## src/rtl/event_header_writer_if.sv

```systemverilog
// FIFO-side bus of the event header writer: write data/enable out, free-slot count back in.
interface event_header_writer_if #(
  parameter int FREE_W = 10
);
  logic [15:0]       FIFO_DIN;
  logic              FIFO_WREN;
  logic [FREE_W-1:0] FIFO_FREE;

  modport master (output FIFO_DIN, output FIFO_WREN, input FIFO_FREE);
  modport slave  (input FIFO_DIN, input FIFO_WREN, output FIFO_FREE);
endinterface

```

## src/rtl/event_header_writer.sv

```systemverilog
// DRS event-header generator: snapshots counters on START, waits for FIFO space, writes HDR_WORDS words.
// Define HDR_CHECKSUM_EN to replace the last header word with the XOR of all preceding emitted words.
//
// state      | meaning
// S_IDLE     | waiting for START_CODE; snapshot taken on the START edge
// S_WAIT     | waiting until FIFO_FREE >= HDR_WORDS, counting stall cycles
// S_WRITE    | one word per cycle; ptr == HDR_WORDS means the last word has gone out
// S_DONE     | header complete, holding DONE until RELEASE_CODE
module event_header_writer #(
  parameter int          N_CNT        = 5,
  parameter int          HDR_WORDS    = 16,
  parameter int          FREE_W       = 10,
  parameter logic [3:0]  START_CODE   = 4'd5,
  parameter logic [3:0]  RELEASE_CODE = 4'd6,
  parameter logic [15:0] EVT_HDR      = 16'hAAAA,
  parameter logic [15:0] PAD_WORD     = 16'hDDDD
) (
  input  logic                  CLK,
  input  logic                  RST,
  input  logic [3:0]            STATE_COM,
  input  logic [32*N_CNT-1:0]   CNT_IN,
  input  logic [15:0]           PPS_COUNTER,
  input  logic                  BYTE_SWAP,
  event_header_writer_if.master fifo,
  output logic                  BUSY,
  output logic                  DONE,
  output logic [15:0]           STALL_CNT
);

  localparam int               PTR_W    = $clog2(HDR_WORDS + 1);
  localparam logic [PTR_W-1:0] END_PTR  = PTR_W'(HDR_WORDS);
  localparam logic [FREE_W:0]  HDR_LEN  = HDR_WORDS[FREE_W:0];

  typedef enum logic [1:0] {S_IDLE, S_WAIT, S_WRITE, S_DONE} state_t;

  state_t               state;
  logic [PTR_W-1:0]     ptr;
  logic [32*N_CNT-1:0]  cnt_snap;
  logic [15:0]          pps_snap;
  logic                 swap_snap;
  logic [15:0]          word_raw;
  logic                 is_data;
  logic [15:0]          word_sel;
  logic [15:0]          word_out;
  logic                 space_ok;

  assign space_ok = {1'b0, fifo.FIFO_FREE} >= HDR_LEN;

  // Markers and padding are never byte-swapped; only PPS and counter halves are.
  always_comb begin
    word_raw = PAD_WORD;
    is_data  = 1'b0;
    if (ptr == '0) begin
      word_raw = EVT_HDR;
    end else if (ptr == PTR_W'(1)) begin
      word_raw = pps_snap;
      is_data  = 1'b1;
    end
    for (int i = 0; i < N_CNT; i++) begin
      if (ptr == PTR_W'(2 + 2*i)) begin
        word_raw = cnt_snap[32*i +: 16];
        is_data  = 1'b1;
      end
      if (ptr == PTR_W'(3 + 2*i)) begin
        word_raw = cnt_snap[32*i+16 +: 16];
        is_data  = 1'b1;
      end
    end
    word_sel = (is_data && swap_snap) ? {word_raw[7:0], word_raw[15:8]} : word_raw;
  end

`ifdef HDR_CHECKSUM_EN
  localparam logic [PTR_W-1:0] LAST_PTR = PTR_W'(HDR_WORDS - 1);
  logic [15:0] csum;

  assign word_out = (ptr == LAST_PTR) ? csum : word_sel;

  always_ff @(posedge CLK or posedge RST) begin
    if (RST) begin
      csum <= '0;
    end else if (state == S_IDLE) begin
      csum <= '0;
    end else if (state == S_WRITE && ptr != END_PTR) begin
      csum <= csum ^ word_out;
    end
  end
`else
  assign word_out = word_sel;
`endif

  always_ff @(posedge CLK or posedge RST) begin
    if (RST) begin
      state          <= S_IDLE;
      ptr            <= '0;
      cnt_snap       <= '0;
      pps_snap       <= '0;
      swap_snap      <= 1'b0;
      fifo.FIFO_DIN  <= '0;
      fifo.FIFO_WREN <= 1'b0;
      BUSY           <= 1'b0;
      DONE           <= 1'b0;
      STALL_CNT      <= '0;
    end else begin
      case (state)
        S_IDLE: begin
          if (STATE_COM == START_CODE) begin
            cnt_snap  <= CNT_IN;
            pps_snap  <= PPS_COUNTER;
            swap_snap <= BYTE_SWAP;
            STALL_CNT <= '0;
            ptr       <= '0;
            BUSY      <= 1'b1;
            state     <= S_WAIT;
          end
        end
        S_WAIT: begin
          if (space_ok) begin
            state <= S_WRITE;
          end else if (STALL_CNT != 16'hFFFF) begin
            STALL_CNT <= STALL_CNT + 16'd1;
          end
        end
        S_WRITE: begin
          if (ptr == END_PTR) begin
            fifo.FIFO_WREN <= 1'b0;
            fifo.FIFO_DIN  <= '0;
            BUSY           <= 1'b0;
            DONE           <= 1'b1;
            state          <= S_DONE;
          end else begin
            fifo.FIFO_WREN <= 1'b1;
            fifo.FIFO_DIN  <= word_out;
            ptr            <= ptr + PTR_W'(1);
          end
        end
        S_DONE: begin
          if (STATE_COM == RELEASE_CODE) begin
            DONE  <= 1'b0;
            state <= S_IDLE;
          end
        end
        default: state <= S_IDLE;
      endcase
    end
  end

endmodule
```

## src/flat_wrapper.sv

```systemverilog
// flat-port wrapper written by rule: the top's interface ports become plain ports
module event_header_writer_flat 
#(
  parameter int          N_CNT        = 5,
  parameter int          HDR_WORDS    = 16,
  parameter int          FREE_W       = 10,
  parameter logic [3:0]  START_CODE   = 4'd5,
  parameter logic [3:0]  RELEASE_CODE = 4'd6,
  parameter logic [15:0] EVT_HDR      = 16'hAAAA,
  parameter logic [15:0] PAD_WORD     = 16'hDDDD
)
  (CLK, RST, STATE_COM, CNT_IN, PPS_COUNTER, BYTE_SWAP, BUSY, DONE, STALL_CNT, fifo_FIFO_DIN, fifo_FIFO_WREN, fifo_FIFO_FREE);
  event_header_writer_if #(.FREE_W(FREE_W)) fifo_i ();
  input  logic CLK;
  input  logic RST;
  input  logic [3:0] STATE_COM;
  input  logic [32*N_CNT-1:0] CNT_IN;
  input  logic [15:0] PPS_COUNTER;
  input  logic BYTE_SWAP;
  output logic BUSY;
  output logic DONE;
  output logic [15:0] STALL_CNT;
  output wire logic [$bits(fifo_i.FIFO_DIN)-1:0] fifo_FIFO_DIN;
  output wire logic [$bits(fifo_i.FIFO_WREN)-1:0] fifo_FIFO_WREN;
  input wire logic [$bits(fifo_i.FIFO_FREE)-1:0] fifo_FIFO_FREE;
  assign fifo_FIFO_DIN = fifo_i.FIFO_DIN;
  assign fifo_FIFO_WREN = fifo_i.FIFO_WREN;
  assign fifo_i.FIFO_FREE = fifo_FIFO_FREE;
  event_header_writer #(.N_CNT(N_CNT), .HDR_WORDS(HDR_WORDS), .FREE_W(FREE_W), .START_CODE(START_CODE), .RELEASE_CODE(RELEASE_CODE), .EVT_HDR(EVT_HDR), .PAD_WORD(PAD_WORD)) u_core (.CLK(CLK), .RST(RST), .STATE_COM(STATE_COM), .CNT_IN(CNT_IN), .PPS_COUNTER(PPS_COUNTER), .BYTE_SWAP(BYTE_SWAP), .fifo(fifo_i), .BUSY(BUSY), .DONE(DONE), .STALL_CNT(STALL_CNT));
endmodule
```

## config.mk

```make
export PLATFORM = sky130hd
export DESIGN_NAME = event_header_writer_flat
export DESIGN_NICKNAME = d
export VERILOG_FILES = /design/src/rtl/event_header_writer_if.sv /design/src/rtl/event_header_writer.sv /design/src/flat_wrapper.sv
export SDC_FILE = /design/constraint.sdc
export NUM_CORES = 1
export LEC_CHECK = 0
export CAP_MARGIN = 20
export CORE_ASPECT_RATIO = 1.25
export CORE_MARGIN = 2
export CORE_UTILIZATION = 52
export DETAILED_ROUTE_END_ITERATION = 7
export PLACE_DENSITY = 0.87
export SYNTH_ARGS = -nofsm -noshare
export SYNTH_HDL_FRONTEND = slang
export SYNTH_SLANG_ARGS = --single-unit
```

## constraint.sdc

```tcl
create_clock -name CLK -period 9.8 [get_ports CLK]
set_input_delay 1.47 -clock CLK [delete_from_list [all_inputs] [get_ports CLK]]
set_output_delay 1.47 -clock CLK [all_outputs]
set_load 0.005 [all_outputs]
```

; Word-level counts from Yosys, hierarchy flattened
; Index checks and enable logic that the tools add are counted.
[totals]
regBits = 219
input_bits = 193
[classes]
n_addsub = 2
order_cmp = 1
n_eq_ne = 25
n_mux = 45
n_reduce_logical = 12
[op_table]
columns = op, n
row1 = 2-to-1 mux 16 bit, 17
row2 = case mux 16 bit (2 select lines), 1
row3 = equality test 5 x 3 -> 1 bit (second input constant), 4
row4 = equality test 5 x 4 -> 1 bit (second input constant), 4
row5 = 2-to-1 mux 1 bit, 17
row6 = adder 16 x 1 -> 16 bit (second input constant), 1
row7 = inequality test 16 bit (second input constant), 1
row8 = equality test 5 x 2 -> 1 bit (second input constant), 2
row9 = greater-or-equal comparator 10 x 5 -> 1 bit (second input constant), 1
row10 = 2-to-1 mux 5 bit, 2
row11 = inequality test 2 x 1 -> 1 bit (second input constant), 5
row12 = case mux 5 bit (2 select lines), 1
row13 = AND reduction 3 bit, 3
row14 = equality test 4 x 3 -> 1 bit (second input constant), 2
row15 = 2-to-1 mux 2 bit, 4
row16 = case mux 2 bit (4 select lines), 1
row17 = AND reduction 4 bit, 2
row18 = nonzero test 2 bit, 3
row19 = adder 5 x 1 -> 5 bit (second input constant), 1
row20 = equality test 5 x 1 -> 1 bit (second input constant), 1
row21 = equality test 5 bit (second input constant), 1
row22 = zero test 5 bit, 1
row23 = equality test 2 bit (second input constant), 2
row24 = inequality test 2 bit (second input constant), 2
row25 = 5 further kinds, 6

; Longest topological paths before layout
; Gate-level depths: netlist (run 1).
[depth]
ltp_word = 16
depth_mapped = 12
mapped_depth_nobuf = 8

; Worst setup path before layout (run 1)
; Ideal clock, no wire load.
[synth_timing]
path_kind = input-to-reg
from = input fifo_FIFO_FREE[7]
to = register u_core.STALL_CNT[9]
t_arrival_ns = 3.011
slack_ns = 6.664
stages = 6
path_buffers = 1
path_cell_list = or4_1 -> nor3_2 -> a31oi_1 -> buf_2 -> nor4_1 -> mux2_2
[synth_via]
elab_chain_len = 3
[synth_rtl]
columns = item, line_no
row1 = "start, declared", flat_wrapper.sv:25  ; input wire logic [$bits(fifo_i.FIFO_FREE)-1:0] fifo_FIFO_FREE;
row2 = greater-or-equal comparator 10 x 5 -> 1 bit, event_header_writer.sv:47  ; assign space_ok = {1'b0, fifo.FIFO_FREE} >= HDR_LEN;
row3 = inequality test 2 bit (no line), n/a
row4 = AND reduction 4 bit (no line), n/a
row5 = "end signal, assigned", event_header_writer.sv:120  ; STALL_CNT <= STALL_CNT + 16'd1;
row6 = "end, declared", event_header_writer.sv:27  ; output logic [15:0] STALL_CNT
; No other way between the ends.
; A chain may end at the register's enable or synchronous reset.

; Worst setup path in the final report (run 1)
[layout_timing]
from = input STATE_COM[3]
to = register u_core.STALL_CNT[9]
[layout_via]
elab_chain_len = 3
[layout_rtl]
columns = item, line_no
row1 = "start, declared", flat_wrapper.sv:16  ; input logic [3:0] STATE_COM;
row2 = equality test 4 x 3 -> 1 bit, event_header_writer.sv:106  ; if (STATE_COM == START_CODE) begin
row3 = inequality test 2 x 1 -> 1 bit (no line), n/a
row4 = AND reduction 4 bit (no line), n/a
; No other way between the ends.

==> results of run 1 <==
==> per-stage QoR <==
step / worst slack [ns] / hold slack (ns) / util / power [W]
floorplan: 2.337 / 0.4701 / - / 0.002339
global placement: 5.521 / 0.4794 / 0.6363 / 0.002798
detailed placement: 5.483 / 0.4839 / 0.6363 / 0.002864
CTS: 5.992 / 0.4979 / 0.6751 / 0.003832
global route: 5.740 / 0.5243 / 0.6768 / 0.004034
finish: 6.020 / 0.4994 / 0.6768 / 0.003859
==> sequential cells by signal (all words and copies together), names as in the netlist <==
name / count
u_core.BUSY: 1
u_core.DONE: 1
u_core.STALL_CNT: 16
u_core.cnt_snap: 160
u_core.fifo.FIFO_DIN: 16
u_core.fifo.FIFO_WREN: 1
u_core.pps_snap: 16
u_core.ptr: 5
u_core.state: 2
u_core.swap_snap: 1
==> logic make-up after synthesis <==
logic type,Yosys count
buffers and inverters,99
adders and majority gates,9
DFF,219
xor gates and xnor gates,3
muxes,183
AOI/OAI and AO/OA,243
and+or+nand+nor,251
==> cell usage in the layout (no fill, tap or decap), drive strengths merged, types with 6 or more instances in the layout <==
cell type and count:
o31ai 9, ha 9, inv 24, a221oi 10, a2111oi 6, o2bb2ai 8, o21ai 68, dfrtp 219
and3 10, a211oi 11, a221o 10, nor3 13, nand3 18, clkdlybuf4s50 223, or3 11, clkbuf 31
nor2 53, nand2b 16, nor2b 13, o22ai 21, nand4bb 7, a21oi 41, nand4 10, nor3b 9
buf 14, nand2 52, mux2 181, and4bb 6, a31oi 14
==> layout make-up <==
| type | count | area [sq um] |
|---|---|---|
| fillers | 1568 | 6892 |
| flip-flops and latches | 219 | 5480 |
| multi-input cells | 689 | 5316 |
| repair buffers | 237 | 2357 |
| clock buffers | 31 | 655.6 |
| well taps | 279 | 349.1 |
| clock inverters | 9 | 172.7 |
| inverters | 24 | 97.59 |
==> where the power goes <==
group | total (W) | leakage [nW] | internal (W) | switching, W
clock network | 0.000955 | 0.405 | 0.000598 | 0.000357
logic | 0.00132 | 2.94 | 0.000659 | 0.000658
registers | 0.00159 | 2.83 | 0.00130 | 0.000292
==> metal layers <==
| layer | share of wire | vias to the layer above | GRT usage |
|---|---|---|---|
| li1 | - | 4112 | - |
| met1 | 0.38 | 4658 | 0.3728 |
| met2 | 0.49 | 485 | 0.5098 |
| met3 | 0.068 | 112 | 0.03764 |
| met5 | 0 | - | 0 |
| met4 | 0.060 | 0 | 0.1671 |
==> critical path: stages <==
cell             delay, ns
clkdlybuf4s50_1       0.41
and4bb_1              0.35
nand2_4               0.34
nor2_2                0.63
a31oi_1               0.08
buf_4                 0.25
nor4_1                0.27
mux2_2                0.37
==> worst min path at each step <==
| stage | endpoint | slack (ns) | cells past startpoint |
|---|---|---|---|
| after floorplan | u_core.cnt_snap[15] | 0.47 | 1 |
| after global placement | u_core.fifo.FIFO_DIN[7] | 0.48 | 1 |
| after detailed placement | u_core.cnt_snap[39] | 0.48 | 1 |
| after CTS | u_core.cnt_snap[39] | 0.50 | 1 |
| after global routing | u_core.fifo.FIFO_DIN[7] | 0.52 | 1 |
| final | u_core.cnt_snap[39] | 0.50 | 1 |
==> results.py, run 1 <==
metrics = {
    "sta": {
        "setup_violations": 0,
        "tns_ns": 0,
        "finalMaxSlewViolations": 0,
        "clock_skew_ns": 0.02025,
        "worst_slew_pin_slew_ns": 1.040,
        "slew-limit-headroom": 0.2974,
        "period_share": 0.3857,
        "fmaxAchievable_mhz": 264.5,
        "rsz0062_at_grt": "false",
        "finalHoldViolCount": 0,
        "fin_crit_ns": 3.780,
    },
    "clocking": {
        "root_buffer": "clkbuf_16",
        "ctsHoldBuffers": 0,
        "insertion_delay_ns": 0.52,
        "cts_tree": "done",
        "cts_resized": 0,
        "cts.sinks": 219,
        "cts_buffers": 22,
        "h-tree-depth": 1,
        "cts_buffer_depth": 3,
        "clkTransAtPathRegs_ns": 0.07,
        "cts_setup_buffers": 0,
    },
    "die": {
        "initial_utilization": 0.5262,
        "io_pins": 228,
        "core.rowCount": 60,
        "core_sq_um": 21320,
        "fp.dieArea_sq_um": 22770,
        "die_w_microns": 135.4,
        "die_h_microns": 168.2,
    },
    "place": {
        "dpl.hpwl_microns": 24200,
        "place_area_sq_um": 13570,
        "gp_congestion": 0.9658,
        "io_buffers": 223,
        "dp.cells": 1446,
    },
    "setup_path": {
        "start_kind": "primary input",
        "end_kind": "flip-flop",
        "required_ns": 10.19,
        "worstPathArrival_ns": 4.17,
        "path_max_fanout": 47,
        "cp-startpoint": "STATE_COM[3]",
        "r2r-end": "u_core.fifo.FIFO_DIN[2]",
        "crit_end": "u_core.STALL_CNT[9]",
        "reg2regPathDepth": 9,
        "worstSetupPathType": "primary input to flip-flop",
        "reg2reg_slack_ns": 6.10,
        "r2r_start": "u_core.ptr[0]",
    },
    "global_route": {
        "grt.total_usage": 0.3011,
        "antenna_found_initial": 0,
        "grt_max_degree": 140,
        "grt_pass1_vias": 9621,
        "gr-total-overflow": 0,
        "grt_first_pass_wirelength_microns": 52630,
    },
    "outcome": {
        "outcome": "finished clean",
    },
    "synthesis": {
        "ys_top_cells_by_area": "dfrtp_1 (49%), mux2_2 (18%), o21ai_0 (2.8%)",
        "synth-compound-area-share": 0.1479,
        "synth_nets": 1209,
        "async_flop_share": 1.000,
        "synthSimpleGateAreaFrac": 0.1290,
        "synthMuxAreaShare": 0.1835,
        "synth_cells": 1007,
        "synth_top_area_share": 0.4885,
        "synth_common_cells": "dfrtp_1 (219), mux2_2 (180), o21ai_0 (62), nand2_1 (52), nor2_1 (51)",
        "seq_area_frac_synth": 0.4885,
        "synth.distinct_cells": 82,
        "synth-seq-cells": 219,
        "synth_warnings": 0,
        "avgSynthCellArea_sq_um": 11.14,
        "synthXorXnorAreaFrac": 0.002342,
        "synthAdderAreaFrac": 0.01004,
        "yosysMostFrequentCell": "dfrtp_1",
        "synth_edf_count": 0,
        "synth-main-ff-cell": "dfrtp_1",
        "synth_top_family_by_area": "multiplexers",
        "synth_top_cell_by_area": "dfrtp_1",
        "synth_area_sq_um": 11220,
    },
    "drt": {
        "drt-initial-drc-count": 915,
        "detail-route-antenna-nets": 0,
        "vias_per_cell": 6.295,
        "vias": 9367,
        "routed_wirelength_microns": 34140,
        "firstDrtPassIters": 5,
        "drc": 0,
        "routedWlPerCell_microns": 22.94,
    },
    "min_path": {
        "hp-start": "u_core.cnt_snap[39]",
        "hp-class": "flip-flop to flip-flop",
    },
    "cells_and_area": {
        "design_area_sq_um": 14430,
        "fin_nets": 1395,
        "layout.cells.non_filler": 1488,
        "drive_above_1_share": 0.2175,
        "diodes": 0,
        "syn2layout_area_growth_pct": 28.60,
    },
    "job": {
        "cap_violations": 0,
    },
    "power": {
        "leakagePower_nw": 6.179,
        "powerDensity_nw_per_um2": 267.4,
        "ir_drop_uv": 197.5,
    },
}
No activity file was read; power rests on OpenSTA's default activity.
==> run 2: changes to the inputs <==
==> constraint.sdc (replaced) <==
create_clock -name CLK -period 3.9 [get_ports CLK]
set_input_delay 0.585 -clock CLK [delete_from_list [all_inputs] [get_ports CLK]]
set_output_delay 0.585 -clock CLK [all_outputs]
set_load 0.005 [all_outputs]
==> results.py, run 2 (same netlist as run 1, synthesis figures left out) <==
metrics = {
    "drt": {
        "vias_per_cell": 6.190,
        "routed_wirelength_microns": 33770,
        "routedWlPerCell_microns": 22.56,
        "drt-initial-drc-count": 1008,
        "detail-route-antenna-nets": 0,
        "drc": 0,
        "vias": 9266,
        "firstDrtPassIters": 6,
    },
    "power": {
        "switching_share": 0.3445,
        "seqPwrFrac": 0.424,
        "powerDensity_nw_per_um2": 664.1,
        "power.internal_w": 0.006301,
        "ir_drop_uv": 448.2,
        "p_clk_frac": 0.235,
        "power.switching_w": 0.003312,
        "p_comb_frac": 0.342,
        "leakagePower_nw": 6.204,
    },
    "clocking": {
        "h-tree-depth": 1,
        "insertion_delay_ns": 0.51,
        "root_buffer": "clkbuf_16",
        "cts_resized": 0,
        "clkTransAtPathRegs_ns": 0.06,
        "cts_setup_buffers": 0,
        "cts_tree": "done",
        "ctsHoldBuffers": 0,
        "cts.sinks": 219,
        "cts_buffer_depth": 3,
        "cts_buffers": 22,
    },
    "sta": {
        "clock_skew_ns": 0.009841,
        "finalMaxSlewViolations": 0,
        "postLayoutSetupSlackWorst_ns": 0.6262,
        "worst_slew_pin_slew_ns": 1.111,
        "slew-limit-headroom": 0.2596,
        "rsz0062_at_grt": "false",
        "fmaxAchievable_mhz": 305.5,
        "tns_ns": 0,
        "finalHoldViolCount": 0,
        "fin_crit_ns": 3.274,
        "setup_violations": 0,
        "period_share": 0.8394,
    },
    "cells_and_area": {
        "utilization": 0.6789,
        "diodes": 0,
        "final_common_cell": "clkdlybuf4s50_1",
        "drive_above_1_share": 0.2233,
        "largest_register_ffs": 160,
        "syn2layout_area_growth_pct": 29.02,
        "design_area_sq_um": 14480,
        "top_register": "u_core.cnt_snap",
        "fin_nets": 1406,
        "final_cell_mix": "clkdlybuf4s50_1 (223), dfrtp_1 (219), mux2_2 (180), o21ai_0 (62)",
    },
    "setup_path": {
        "worstSetupPathType": "flip-flop to flip-flop",
        "crit_buf_inv": 0,
        "reg2regPathDepth": 7,
        "worstPathArrival_ns": 3.66,
        "cp_top_family": "compound AO/OA/AOI/OAI gates",
        "slowest_stage": "ha_1",
        "crit_cells": 7,
        "crit_chain": "ha_1 -> nand4bb_1 -> o21ai_0 -> o22ai_1 -> o31ai_1 -> nor2_1 -> a221o_1",
        "start_kind": "flip-flop",
        "path_max_fanout": 27,
        "critical_path.max_stage_delay_ns": 0.86,
        "cp-startpoint": "u_core.ptr[0]",
        "end_kind": "flip-flop",
        "r2r_start": "u_core.ptr[0]",
        "required_ns": 4.29,
    },
    "place": {
        "place_ws_ns": 0.7722,
        "dpl.hpwl_microns": 24810,
        "gp_congestion": 0.9786,
        "place_area_sq_um": 13700,
        "io_buffers": 223,
    },
    "global_route": {
        "grt_pass1_vias": 9366,
        "grt.total_usage": 0.2962,
        "grt_first_pass_wirelength_microns": 51750,
        "antenna_found_initial": 0,
        "gr-total-overflow": 0,
        "grt_max_degree": 180,
    },
    "outcome": {
        "outcome": "finished clean",
    },
    "die": {
        "fp.dieArea_sq_um": 22770,
        "core_sq_um": 21320,
        "initial_utilization": 0.5262,
        "die_h_microns": 168.2,
        "core.rowCount": 60,
        "die_w_microns": 135.4,
        "io_pins": 228,
    },
    "job": {
        "cap_violations": 0,
    },
    "min_path": {
        "hp-class": "primary input to async pin",
    },
}
-- run 2: final cells by class --
| cell class | count | area, sq um |
|---|---|---|
| Clock buffer | 30 | 641.9 |
| Clock inverter | 8 | 123.9 |
| Fill cell | 1600 | 6845 |
| Multi-Input combinational cell | 689 | 5316 |
| Sequential cell | 219 | 5480 |
| Timing Repair Buffer | 248 | 2470 |
| Tap cell | 279 | 349.1 |
| Inverter | 24 | 93.84 |
-- run 2: worst paths after layout --
check	to	slack [ns]
max reg2reg	u_core.fifo.FIFO_DIN[12]	0.63
min	u_core.cnt_snap[147]	0.34
min reg2reg	u_core.fifo.FIFO_WREN	0.50
max	u_core.fifo.FIFO_DIN[12]	0.63
min in group CLK	u_core.fifo.FIFO_WREN	0.50
max in group asynchronous	u_core.cnt_snap[50]	2.71
-- run 2: through the flow --
stage / total power (W) / instances / hold WS [ns]
3_5_place_dp: 0.007270 / 1458 / 0.4861
2_1_floorplan: 0.005877 / 1007 / 0.4701
4_1_cts: 0.009551 / 1496 / 0.3330
5_1_grt: 0.01003 / 1497 / 0.3507
3_3_place_gp: 0.007112 / 1458 / 0.4745
6_report: 0.009613 / 1497 / 0.3388
-- run 2: power groups by stage --
stage / sequential (W) / combinational, W / clock [W]
floorplan: 0.00368 / 0.00220 / 0
global route: 0.00414 / 0.00352 / 0.00237
CTS: 0.00404 / 0.00324 / 0.00228
global placement: 0.00402 / 0.00309 / 0
finish: 0.00407 / 0.00329 / 0.00226
detailed placement: 0.00407 / 0.00320 / 0
-- run 2: routing by layer --
metal  track usage  share of wire  vias up
li1              -              -     4136
met1        0.3634           0.38     4498
met2        0.5103           0.50      512
met3       0.04396          0.068      120
met4        0.1440          0.056        0
met5             0              0        -
==> run 3: changes to the inputs <==
--- a/config.mk
+++ b/config.mk
@@ -8,9 +8,9 @@
 export CAP_MARGIN = 20
 export CORE_ASPECT_RATIO = 1.25
 export CORE_MARGIN = 2
-export CORE_UTILIZATION = 52
+export CORE_UTILIZATION = 47
 export DETAILED_ROUTE_END_ITERATION = 7
-export PLACE_DENSITY = 0.87
+export PLACE_DENSITY = 0.83
 export SYNTH_ARGS = -nofsm -noshare
 export SYNTH_HDL_FRONTEND = slang
 export SYNTH_SLANG_ARGS = --single-unit
==> constraint.sdc (replaced) <==
create_clock -name CLK -period 2.8 [get_ports CLK]
set_input_delay 0.42 -clock CLK [delete_from_list [all_inputs] [get_ports CLK]]
set_output_delay 0.42 -clock CLK [all_outputs]
set_load 0.005 [all_outputs]
==> results.py, run 3 (same netlist as run 1, synthesis figures left out) <==
metrics = {
    "sta": {
        "fin_crit_ns": 2.675,
        "slew-limit-headroom": 0.6237,
        "clock_skew_ns": 0.01413,
        "setup_violations": 0,
        "worst_slew_pin_slew_ns": 0.5574,
        "period_share": 0.9555,
        "fmaxAchievable_mhz": 373.8,
        "postLayoutSetupSlackWorst_ns": 0.1246,
        "rsz0062_at_grt": "false",
        "finalMaxSlewViolations": 0,
        "finalHoldViolCount": 0,
    },
    "drt": {
        "routed_wirelength_microns": 34730,
        "vias_per_cell": 6.010,
        "drc": 0,
        "drt-initial-drc-count": 859,
        "firstDrtPassIters": 5,
        "routedWlPerCell_microns": 22.48,
        "vias": 9285,
        "detail-route-antenna-nets": 0,
    },
    "clocking": {
        "clkTransAtPathRegs_ns": 0.06,
        "cts_tree": "done",
        "cts.sinks": 219,
        "h-tree-depth": 1,
        "cts_buffer_depth": 3,
        "root_buffer": "clkbuf_16",
        "cts_buffers": 23,
        "cts_setup_buffers": 0,
        "insertion_delay_ns": 0.51,
    },
    "power": {
        "ir_drop_uv": 563.5,
        "powerDensity_nw_per_um2": 913.7,
        "leakagePower_nw": 6.397,
    },
    "cells_and_area": {
        "fillers": 1839,
        "fin_nets": 1441,
        "drive_above_1_share": 0.2514,
        "final_common_cell": "clkdlybuf4s50_1",
        "largest_register_ffs": 160,
        "design_area_sq_um": 14840,
        "final_cell_mix": "clkdlybuf4s50_1 (223), dfrtp_1 (219), mux2_2 (180), o21ai_0 (62), nand2_1 (51)",
        "layout.cells.non_filler": 1545,
        "syn2layout_area_growth_pct": 32.24,
        "top_register": "u_core.cnt_snap",
        "diodes": 0,
    },
    "global_route": {
        "grt.total_usage": 0.2747,
        "grt_pass1_vias": 9504,
        "gr-total-overflow": 0,
        "grt_first_pass_wirelength_microns": 52840,
        "grt_max_degree": 98,
        "antenna_found_initial": 0,
    },
    "job": {
        "cap_violations": 0,
    },
    "outcome": {
        "outcome": "finished clean",
    },
    "die": {
        "io_pins": 228,
        "initial_utilization": 0.4760,
        "fp.dieArea_sq_um": 25130,
        "die_h_microns": 176.7,
        "die_w_microns": 142.2,
        "core.rowCount": 63,
        "core_sq_um": 23570,
    },
    "setup_path": {
        "worstPathArrival_ns": 3.05,
        "worstSetupPathType": "flip-flop to flip-flop",
        "start_kind": "flip-flop",
        "end_kind": "flip-flop",
        "required_ns": 3.17,
        "path_max_fanout": 33,
    },
    "place": {
        "place_area_sq_um": 14040,
        "dp.cells": 1506,
        "gp_congestion": 0.9579,
        "place_ws_ns": 0.1104,
        "io_buffers": 223,
        "dpl.hpwl_microns": 26450,
    },
    "min_path": {
        "hp-class": "primary input to async pin",
    },
}
[run 3: cell types whose count changed in the layout (fill, tap and decap cells not counted), sizes merged]
| cell | delta |
|---|---|
| inv | -1 |
| bufinv | -2 |
| clkinvlp | +1 |
| buf | +34 |
| clkinv | +3 |
[run 3: layer usage]
metal / wire (microns) / up-vias / GRT usage
met5: 0 / - / 0
met4: 1681 / 0 / 0.1200
met3: 2177 / 104 / 0.03653
met2: 17680 / 416 / 0.4861
met1: 13190 / 4558 / 0.3348
li1: - / 4207 / -
[run 3: final timing paths]
check,endpoint,from,slack [ns],cells after the start
hold / removal,u_core.cnt_snap[143],RST,0.30,2
hold reg to reg,u_core.fifo.FIFO_WREN,u_core.fifo.FIFO_WREN,0.50,1
max in group asynchronous,u_core.cnt_snap[116],RST,1.71,3
setup / recovery,u_core.fifo.FIFO_DIN[12],u_core.ptr[0],0.12,11
setup reg to reg,u_core.fifo.FIFO_DIN[12],u_core.ptr[0],0.12,11
min in group CLK,u_core.fifo.FIFO_WREN,u_core.fifo.FIFO_WREN,0.50,1
[run 3: final cells by class]
class	instances	area [sq um]	area share
tap	292	365.4	0.02462
timing repair buffer	282	2779	0.1873
inverter	24	93.84	0.006325
sequential	219	5480	0.3694
multi-input combinational	689	5365	0.3616
clock inverter	9	81.33	0.005482
clock buffer	30	671.9	0.04529
[run 3: worst max-delay path, stage by stage, from the launching register on]
cell and delay, ns:
dfrtp_1 0.43, inv_1 0.14, ha_1 0.21, buf_12 0.19
buf_4 0.19, nor3_1 0.08, buf_4 0.16, o22ai_1 0.20
a211oi_1 0.18, o31ai_1 0.36, nor2_1 0.09, a221o_1 0.28
[run 3: repair_timing]
action	4_1_cts	5_1_grt
resized for setup	0	7
hold buffers	0	0
endpoints found under the setup margin	0	9
[run 3: metrics by stage]
stage | util | power, W | TNS [ns] | hold slack, ns
floorplan | - | 0.008186 | -103.83 | 0.4701
global placement | 0.5956 | 0.01021 | 0 | 0.4828
detailed placement | 0.5956 | 0.01040 | 0 | 0.4877
CTS | 0.6275 | 0.01348 | 0 | 0.2927
global route | 0.6295 | 0.01419 | 0 | 0.3283
finish | 0.6295 | 0.01356 | 0 | 0.2953
[run 3: power breakdown]
group | total, W | leakage (nW) | internal (W) | switching (W)
clock network | 0.00302 | 0.368 | 0.00177 | 0.00125
registers | 0.00568 | 2.83 | 0.00454 | 0.00114
logic | 0.00485 | 3.20 | 0.00257 | 0.00229
